`src/rtl/core_seq_ctrl.sv`:
```
// Multi-cycle FETCH/DECODE/EXEC/MEM/WB sequencer for the RV32I core.
// Optional performance counters are enabled with `define SEQ_PERF_EN.

`ifndef MEM_NONE
`define MEM_NONE    4'd0
`define MEM_LOAD1   4'd1
`define MEM_LOAD2   4'd2
`define MEM_LOAD4   4'd3
`define MEM_LOADU1  4'd4
`define MEM_LOADU2  4'd5
`define MEM_STORE1  4'd6
`define MEM_STORE2  4'd7
`define MEM_STORE4  4'd8
`endif

module core_seq_ctrl #(
    parameter int MEM_TIMEOUT = 16
) (
    input  logic        clk,
    input  logic        rst_n,
    input  logic        start_i,
    output logic        imem_req_o,
    input  logic        imem_ready_i,
    output logic        ir_we_o,
    input  logic [3:0]  mem_ctrl_i,
    input  logic        reg_w_en_i,
    input  logic        csr_we_i,
    input  logic        ebreak_i,
    output logic        dmem_req_o,
    output logic        dmem_we_o,
    input  logic        dmem_ready_i,
    output logic        pc_we_o,
    output logic        rf_we_o,
    output logic        csr_we_o,
    output logic        halted_o,
    output logic        fault_o,
    output logic [2:0]  state_o
`ifdef SEQ_PERF_EN
    ,
    output logic [63:0] cycle_cnt_o,
    output logic [63:0] instret_o
`endif
);

    typedef enum logic [2:0] {
        ST_IDLE   = 3'd0,
        ST_FETCH  = 3'd1,
        ST_DECODE = 3'd2,
        ST_EXEC   = 3'd3,
        ST_MEM    = 3'd4,
        ST_WB     = 3'd5,
        ST_HALT   = 3'd6,
        ST_FAULT  = 3'd7
    } state_t;

    // A zero MEM_TIMEOUT still needs a 1-bit counter to keep the logic legal.
    localparam int CW = (MEM_TIMEOUT > 32'sd0) ? $clog2(MEM_TIMEOUT + 32'sd1) : 32'sd1;
    localparam bit TMO_EN = (MEM_TIMEOUT > 32'sd0);
    localparam logic [CW-1:0] LAST_C = CW'(MEM_TIMEOUT - 32'sd1);
    localparam logic [CW-1:0] ONE_C  = CW'(32'd1);

    state_t          state_r;
    state_t          state_nxt_s;
    logic [CW-1:0]   tmo_cnt_r;
    logic            tmo_hit_s;
    logic            is_store_s;

    assign tmo_hit_s  = TMO_EN && (tmo_cnt_r == LAST_C);
    assign is_store_s = (mem_ctrl_i == `MEM_STORE1) || (mem_ctrl_i == `MEM_STORE2) ||
                        (mem_ctrl_i == `MEM_STORE4);
    assign ir_we_o    = (state_r == ST_FETCH) && imem_ready_i;
    assign state_o    = state_r;

    // Next-state selection; a ready in the timeout cycle takes priority over the fault.
    always_comb begin
        state_nxt_s = state_r;
        case (state_r)
            ST_IDLE:   if (start_i) state_nxt_s = ST_FETCH; else state_nxt_s = ST_IDLE;
            ST_FETCH:  if (imem_ready_i) state_nxt_s = ST_DECODE; else state_nxt_s = ST_FETCH;
            ST_DECODE: if (ebreak_i) state_nxt_s = ST_HALT; else state_nxt_s = ST_EXEC;
            ST_EXEC:   if (mem_ctrl_i != `MEM_NONE) state_nxt_s = ST_MEM; else state_nxt_s = ST_WB;
            ST_MEM: begin
                if (dmem_ready_i)   state_nxt_s = ST_WB;
                else if (tmo_hit_s) state_nxt_s = ST_FAULT;
                else                state_nxt_s = ST_MEM;
            end
            ST_WB:     if (start_i) state_nxt_s = ST_FETCH; else state_nxt_s = ST_IDLE;
            ST_HALT:   state_nxt_s = ST_HALT;
            ST_FAULT:  state_nxt_s = ST_FAULT;
            default:   state_nxt_s = ST_IDLE;
        endcase
    end

    // State, MEM wait counter and Moore strobes registered from the next state.
    always_ff @(posedge clk or negedge rst_n) begin
        if (!rst_n) begin
            state_r    <= ST_IDLE;
            tmo_cnt_r  <= '0;
            imem_req_o <= 1'b0;
            dmem_req_o <= 1'b0;
            dmem_we_o  <= 1'b0;
            pc_we_o    <= 1'b0;
            rf_we_o    <= 1'b0;
            csr_we_o   <= 1'b0;
            halted_o   <= 1'b0;
            fault_o    <= 1'b0;
        end else begin
            state_r <= state_nxt_s;
            if ((state_r == ST_MEM) && !dmem_ready_i) begin
                tmo_cnt_r <= tmo_cnt_r + ONE_C;
            end else begin
                tmo_cnt_r <= '0;
            end
            imem_req_o <= (state_nxt_s == ST_FETCH);
            dmem_req_o <= (state_nxt_s == ST_MEM);
            dmem_we_o  <= (state_nxt_s == ST_MEM) && is_store_s;
            pc_we_o    <= (state_nxt_s == ST_WB);
            rf_we_o    <= (state_nxt_s == ST_WB) && reg_w_en_i;
            csr_we_o   <= (state_nxt_s == ST_WB) && csr_we_i;
            halted_o   <= (state_nxt_s == ST_HALT);
            fault_o    <= (state_nxt_s == ST_FAULT);
        end
    end

`ifdef SEQ_PERF_EN
    // Active-cycle and retired-instruction counters, free-running modulo 2^64.
    always_ff @(posedge clk or negedge rst_n) begin
        if (!rst_n) begin
            cycle_cnt_o <= 64'd0;
            instret_o   <= 64'd0;
        end else begin
            if ((state_r >= ST_FETCH) && (state_r <= ST_WB)) begin
                cycle_cnt_o <= cycle_cnt_o + 64'd1;
            end else begin
                cycle_cnt_o <= cycle_cnt_o;
            end
            if (state_r == ST_WB) begin
                instret_o <= instret_o + 64'd1;
            end else begin
                instret_o <= instret_o;
            end
        end
    end
`endif

endmodule

```
`config.mk`:
```
export PLATFORM = sky130hd
export DESIGN_NAME = core_seq_ctrl
export DESIGN_NICKNAME = d
export VERILOG_FILES = /design/src/rtl/core_seq_ctrl.sv
export SDC_FILE = /design/constraint.sdc
export NUM_CORES = 1
export LEC_CHECK = 0
export CELL_PAD_IN_SITES_DETAIL_PLACEMENT = 0
export CELL_PAD_IN_SITES_GLOBAL_PLACEMENT = 1
export CORE_UTILIZATION = 30
export CTS_CLUSTER_SIZE = 12
export DETAILED_ROUTE_END_ITERATION = 16
export PLACE_DENSITY_LB_ADDON = 0.1
export SLEW_MARGIN = 20
export SYNTH_ARGS = -nofsm -noshare
export SYNTH_HDL_FRONTEND = slang
export SYNTH_SLANG_ARGS = --single-unit
export TNS_END_PERCENT = 30
```
`constraint.sdc`:
```
create_clock -name clk -period 1.66 [get_ports clk]
set_clock_uncertainty 0.05 [all_clocks]
set_input_delay 0.166 -clock clk [delete_from_list [all_inputs] [get_ports clk]]
set_output_delay 0.166 -clock clk [all_outputs]
set_load 0.01 [all_outputs]
```
==> impl_results.md, run 1 <==
* Met3 routed WL at 57 µm
* Main combinational cell family by area after synthesis: simple AND/OR/NAND/NOR gates
* Switch share at 0.3418
* WP data arrival at 1860 ps
* Logic pwr share at 0.482
* Antenna diodes at 0
* DP Wirelength at 1286 µm
* Clk pwr share at 0.174
* Iter 0 DRT Violations at 9
* Crit path cell chain: ha_2 > and3_4 > ha_4 > and3b_2 > o21bai_4 > a22o_1 > nor3_1
* Antenna violations before repair at 0
* Syn nets at 85
* DRT Pass-1 Iters at 4
* Full die area at 2776 µm²
* IO Count at 24
* Die width at approximately 53 µm
* Vias per inst at 4.750
* Synth Warn # at 0
* Wire length on met2 at about 850 µm
* Internal Power at 961.6 µW
* Cell Rows at 18
* Leak Pwr at 0.5152 nW
* Seq/Total Area, Yosys at 0.5195
* Share of layout cells above drive strength 1 at 0.2736
* Port buffer count at 23
* Least-Margin Pin Slew at 282.9 ps
* Most frequent cells in the layout: clkdlybuf4s50_1, dfrtp_1, buf_4, nor2_1, a21oi_1
* DP Cell Count at around 130
* Vias in the first global route at 604
* CP startpoint kind: flip-flop
* Commonest non-fill, non-tap cell in the layout: clkdlybuf4s50_1
* Crit Path Category: flip-flop to flip-flop
* Clk Latency, worst-skew pair at 280 ps
* Max Clk Rate at roughly 570 MHz
* Flop pwr share at 0.344
* Clk sinks at 16
* Critical Path RT at 1770 ps
* RSZ-0062 raised after global routing: yes
* VDD IR max at approximately 0.0005 V
* #FFs+latches synth at 16
* Max incr delay on CP at ~390 ps
* Routability Congestion at 0.6727
* First-pass GRT wire length at 2732 µm
* Layout area overhead at 51.79%
* Total CTS buffers at 3
* PD cells at 1249 nW/µm²
* Status: finished, violations left
* Per-cell routed wire length at roughly 12 µm
* Mapped cell area at around 770 µm²
* Cells after synthesis at 71
* Die span in y at roughly 53 µm
* Non-filler cells, final at 136
* Largest net degree at the start of global routing at 17
* Synth Area in Simple Gates at 0.1981
* Starting Density at 0.3140
* TritonCTS clock tree: yes
* Mux contribution to synthesized area at 0
* Library cells used by synthesis at 28
* Fin nets at between 100 and 150
* Hold WC Path Type: input port to asynchronous set/reset pin
* Post-synthesis compound-gate area fraction at 0.1786
* Post-Route M1 WL at 750 µm
* Final core occ at 0.4766
* Final slew viol count at 0
* Max clock buf depth at 2
* Crit Path Max Fanout at 5
* Crit share post-route at 1.051
* Ys async rst share at 1.000
* Worst slew margin at 0.8094
* Overflow after GRT at 0
* Post-layout worst setup margin at -84.55 ps
* Post-Route WL at 1655 µm
* XOR/XNOR Fraction of Synth Area at 0.02273
* Post-route ant nets at 0
* Core area at 2455 µm²
* Sw Pwr at approximately 500 µW
* Clk slew on worst S/H paths at 100 ps
* CP max-delay cell: dfrtp_1
* Top routing layer in use: met3
* Post-CTS Hold Fix Bufs at 0
* Post-route DRC at 0
* Routed vias at 646
* Root Driver: clkbuf_4
* FILL cells at 229
* Max-cap viol count at 0
* Main synth FF type: dfrtp_1
* Pre-CTS setup slack at -155.2 ps
* Mean area per synthesized cell at 10.86 µm²
* Final hold violation count at 0
* Htree depth at 1
* Post-synth EDFFs at 0
* GRT Util Overall at 0.1372
* Crit path time final at 1745 ps
* Endpoints failing setup at 7
* Failing checks: negative setup slack
* Crit end category: flip-flop
* Post-synthesis adder-cell area fraction at 0.03247
==> stage by stage <==
| step | power [mW] | hold WS (ps) | TNS [ps] | cell area, µm² |
|---|---|---|---|---|
| after global placement | 1.186 | 460.1 | -626.8 | 1092 |
| final | 1.461 | 137.6 | -215.9 | 1170 |
| after floorplan | 0.8973 | -179.6 | -13.36 | 779.5 |
| after detailed placement | 1.181 | 456.2 | -720.2 | 1092 |
| after CTS | 1.473 | 137.5 | -463.3 | 1165 |
| after global routing | 1.563 | 173.1 | -921.2 | 1170 |
==> per-layer routing <==
metal | up-vias | global-route usage
met5 | - | 0
met3 | 0 | 0.01449
met4 | 0 | 0.06579
li1 | 321 | -
met2 | 13 | 0.2173
met1 | 312 | 0.1846
==> registers in the layout, summed over array words and instances, names as in the netlist <==
name / flops
rf_we_o: 1
halted_o: 1
imem_req_o: 1
dmem_req_o: 1
csr_we_o: 1
dmem_we_o: 1
pc_we_o: 1
state_o: 3
tmo_cnt_r: 5
fault_o: 1
==> logic make-up after synthesis <==
kind of cell	count (synthesis)
AND/OR/NAND/NOR	27
AO/OA/AOI/OAI	18
flip-flops	16
buffers and inverters	6
XOR/XNOR	2
adder cells (fa/ha/maj)	2
==> timing repair <==
| item | 4_1_cts | 5_1_grt |
|---|---|---|
| endpoints found under the setup margin | 10 | 9 |
| gates resized for setup | 8 | 2 |
| buffers inserted | 1 | 0 |
| pin swaps | 6 | 1 |
==> final timing paths <==
kind / startpoint / endpoint / slack [ps] / cells past startpoint
max in group asynchronous: rst_n / tmo_cnt_r[3]$_DFF_PN0_ / 1240 / 2
worst max-delay path: tmo_cnt_r[1]$_DFF_PN0_ / halted_o$_DFF_PN0_ / -80 / 7
worst min register to register: tmo_cnt_r[0]$_DFF_PN0_ / tmo_cnt_r[0]$_DFF_PN0_ / 480 / 2
worst max register to register: tmo_cnt_r[1]$_DFF_PN0_ / halted_o$_DFF_PN0_ / -80 / 7
worst min-delay path: rst_n / state_o[0]$_DFF_PN0_ / 140 / 2
min in group clk: csr_we_i / csr_we_o$_DFF_PN0_ / 390 / 3
==> cells in the mapped netlist, types with 2 or more instances <==
cell type,instances,area [µm²]
nor2_1,7,26.28
nand3_1,3,15.01
and3_1,2,12.51
o22a_1,2,17.52
o21ai_0,2,10.01
nor3_1,3,15.01
nand2b_1,2,12.51
a21oi_1,7,35.03
nand2_1,4,15.01
dfrtp_1,16,400.4
inv_1,4,15.01
buf_6,2,22.52
ha_1,2,25.02
==> power by group through the flow <==
stage | clock, mW | sequential (mW) | combinational (mW)
after detailed placement | 0 | 0.513 | 0.668
after floorplan | 0 | 0.561 | 0.336
after global placement | 0 | 0.512 | 0.674
after global routing | 0.275 | 0.514 | 0.774
after CTS | 0.265 | 0.505 | 0.704
final | 0.255 | 0.502 | 0.704
==> critical path: cells and delay by family (launching register included) <==
| kind | cells | cell delay, ps |
|---|---|---|
| DFF | 1 | 390 |
| adders and majority gates | 2 | 340 |
| and+or+nand+nor | 3 | 460 |
| AOI/OAI and AO/OA | 2 | 380 |
==> cell type report <==
| type | count | area [µm²] | share of cell area |
|---|---|---|---|
| timing repair buffer | 33 | 302.8 | 0.2588 |
| tap | 30 | 37.54 | 0.03209 |
| inverter | 4 | 15.01 | 0.01283 |
| clock buffer | 4 | 36.28 | 0.03102 |
| sequential | 16 | 400.4 | 0.3422 |
| multi-input combinational | 49 | 377.9 | 0.3230 |
(Power assumes the default switching activity.)
==> run 2, diff against run 1 <==
Settings changed: SLEW_MARGIN 20 to unset.
==> results of run 2 <==
Same layout as run 1: the final DEF is identical, and so are final timing and power.
==> run 3, diff against run 2 <==
Settings changed: CORE_ASPECT_RATIO set to 0.75.
==> run 3 against run 2 <==
Against the previous run: critical path depth stayed put; power decreased by 5.4%; clock power fell by 25%; first-iteration DRC count grew 33%; sequential share of layout area is 0.15 points higher; hold slack gained 19 ps; core utilization up 1.6 points; routed wire length is 0.97% higher; fmax rose by 0.46%; the run still ends with negative setup slack left; die area is essentially flat; worst setup slack better by 8.0 ps.
==> impl_results.md, run 3 (same netlist as run 1, synthesis figures left out) <==
* Crit path time final at 1737 ps (was 1745 ps)
* Post-CTS Hold Fix Bufs at 0 (unchanged)
* Least-Margin Pin Slew at 316.8 ps (was 282.9 ps)
* FILL cells at 230 (was 229)
* Post-route ant nets at 0 (unchanged)
* Failing checks: negative setup slack (unchanged)
* Crit Path Max Fanout at 5 (unchanged)
* Pre-CTS setup slack at -154.7 ps (was -155.2 ps)
* Setup TNS at -200.9 ps (was -215.9 ps)
* Core area at 2365 µm² (was 2455 µm²)
* Biggest register: tmo_cnt_r (unchanged)
* Cell Rows at 15 (was 18)
* Antenna diodes at 0 (unchanged)
* Post-Route WL at 1671 µm (was 1655 µm)
* Reg2reg end: halted_o$_DFF_PN0_ (unchanged)
* Commonest non-fill, non-tap cell in the layout: clkdlybuf4s50_1 (unchanged)
* Crit share post-route at 1.046 (was 1.051)
* Status: finished, violations left (unchanged)
* Crit end category: flip-flop (unchanged)
* Endpoints failing setup at 5 (was 7)
* Port buffer count at 23 (unchanged)
* Final slew viol count at 0 (unchanged)
* Hold_ws at 156.8 ps (was 137.6 ps)
* Root Driver: clkbuf_4 (unchanged)
* GRT Util Overall at 0.1466 (was 0.1372)
* Die span in y at 45.90 µm (was 52.69 µm)
* Worst slew margin at 0.7866 (was 0.8094)
* IO Count at 24 (unchanged)
* Routability Congestion at 0.7205 (was 0.6727)
* Max incr delay on CP at 390 ps (about the same)
* Full die area at 2778 µm² (was 2776 µm²)
* Die width at 60.53 µm (was 52.69 µm)
* RSZ-0062 raised after global routing: yes (unchanged)
* Starting Density at 0.3259 (was 0.3140)
* CP max-delay cell: dfrtp_1 (unchanged)
* Per-cell routed wire length at 12.02 µm (was 12.17 µm)
* Vias per inst at 4.511 (was 4.750)
* Vias in the first global route at 622 (was 604)
* Post-route DRC at 0 (unchanged)
* R2R setup slack at -80 ps (about the same)
* Layout area overhead at 51.14% (was 51.79%)
* Total CTS buffers at 3 (unchanged)
* Critical Path RT at 1770 ps (about the same)
* Clk slew on worst S/H paths at 80 ps (was 100 ps)
* First-pass GRT wire length at 2856 µm (was 2732 µm)
* FF-to-FF path depth at 7 (unchanged)
* Iter 0 DRT Violations at 12 (was 9)
* Max clock buf depth at 2 (unchanged)
* Fin nets at 121 (unchanged)
* Clk sinks at 16 (unchanged)
* Clk Latency, worst-skew pair at 270 ps (was 280 ps)
* Leak Pwr at 0.5054 nW (was 0.5152 nW)
* Largest net degree at the start of global routing at 17 (unchanged)
* Share of layout cells above drive strength 1 at 0.2667 (was 0.2736)
* Max reg flops at 5 (unchanged)
* Max Clk Rate at 575.9 MHz (was 573.2 MHz)
* Most frequent cells in the layout: clkdlybuf4s50_1, dfrtp_1, buf_4, nor2_1, a21oi_1 (unchanged)
* DP Wirelength at 1310 µm (was 1286 µm)
* Crit path cell chain: ha_2 > and3_4 > ha_4 > and3b_2 > o21bai_4 > a22o_1 > nor3_1 (unchanged)
* CP startpoint kind: flip-flop (unchanged)
* DRT Pass-1 Iters at 4 (unchanged)
* VDD IR max at 0.0005441 V (was 0.0005115 V)
* Post-layout worst setup margin at -76.55 ps (was -84.55 ps)
* Hold WC Path Type: input port to asynchronous set/reset pin (unchanged)
* Critical R2R Launch: tmo_cnt_r[0]$_DFF_PN0_ (was tmo_cnt_r[1]$_DFF_PN0_)
* Crit Path Category: flip-flop to flip-flop (unchanged)
* TritonCTS clock tree: yes (unchanged)
* Overflow after GRT at 0 (unchanged)
* PD cells at 1187 nW/µm² (was 1249 nW/µm²)
* Final hold violation count at 0 (unchanged)
* Routed vias at 627 (was 646)
* Max-cap viol count at 0 (unchanged)
* Antenna violations before repair at 0 (unchanged)
* Htree depth at 1 (unchanged)
* WP data arrival at 1850 ps (was 1860 ps)
-- run 3: changes by cell type in the layout (fill, tap and decap cells not counted), sizes merged --
cell | before | now
clkbuf | 4 | 3
clkdlybuf4s50 | 21 | 22
dlygate4sd2 | 2 | 1
-- run 3: layout make-up --
cell class / instances / area, µm² / area share
repair buffers: 33 / 307.8 / 0.2642
flip-flops and latches: 16 / 400.4 / 0.3437
well taps: 34 / 42.54 / 0.03652
multi-input cells: 49 / 376.6 / 0.3233
clock buffers: 3 / 22.52 / 0.01933
inverters: 4 / 15.01 / 0.01289
-- run 3: where the power goes --
group	leakage [nW]	switching, mW	total, mW	internal (mW)
logic	0.282	0.342	0.689	0.347
registers	0.210	0.0346	0.501	0.467
clock network	0.0138	0.108	0.192	0.0840
-- run 3: metal layers --
metal	track usage	share of wire	vias up
li1	-	-	322
met2	0.2198	0.41	21
met5	0	0	-
met3	0.06818	0.074	2
met4	0.01364	0.0042	0
met1	0.2000	0.51	282
-- run 3: worst max-delay path by stage --
stage                                       from            endpoint  slack, ps
final                     tmo_cnt_r[0]$_DFF_PN0_  halted_o$_DFF_PN0_        -80
after detailed placement  tmo_cnt_r[1]$_DFF_PN0_  halted_o$_DFF_PN0_       -150
after CTS                 tmo_cnt_r[0]$_DFF_PN0_  halted_o$_DFF_PN0_        -60
after global routing      tmo_cnt_r[0]$_DFF_PN0_  halted_o$_DFF_PN0_       -150
after floorplan           tmo_cnt_r[0]$_DFF_PN0_  halted_o$_DFF_PN0_        -10
after global placement    tmo_cnt_r[1]$_DFF_PN0_   fault_o$_DFF_PN0_       -150
-- run 3: critical path: cells and delay by family (launching register included) --
kind | cells | cell delay [ps]
flops | 1 | 390
compound gates | 2 | 390
fa+ha+maj | 2 | 340
simple gates | 3 | 450
-- run 3: through the flow --
step | total power [mW] | std cells | utilization | instance area, µm²
floorplan | 0.8973 | 71 | - | 779.5
global placement | 1.179 | 135 | 0.4640 | 1097
detailed placement | 1.175 | 135 | 0.4640 | 1097
CTS | 1.387 | 138 | 0.4841 | 1145
global route | 1.490 | 139 | 0.4926 | 1165
finish | 1.382 | 139 | 0.4926 | 1165
-- run 3: what timing repair did --
action / CTS / global route
endpoints found under the setup margin: 9 / 9
setup buffers: 0 / 1
pin swaps: 5 / 4
endpoints found under the hold margin: 0 / 0
resized for setup: 6 / 4
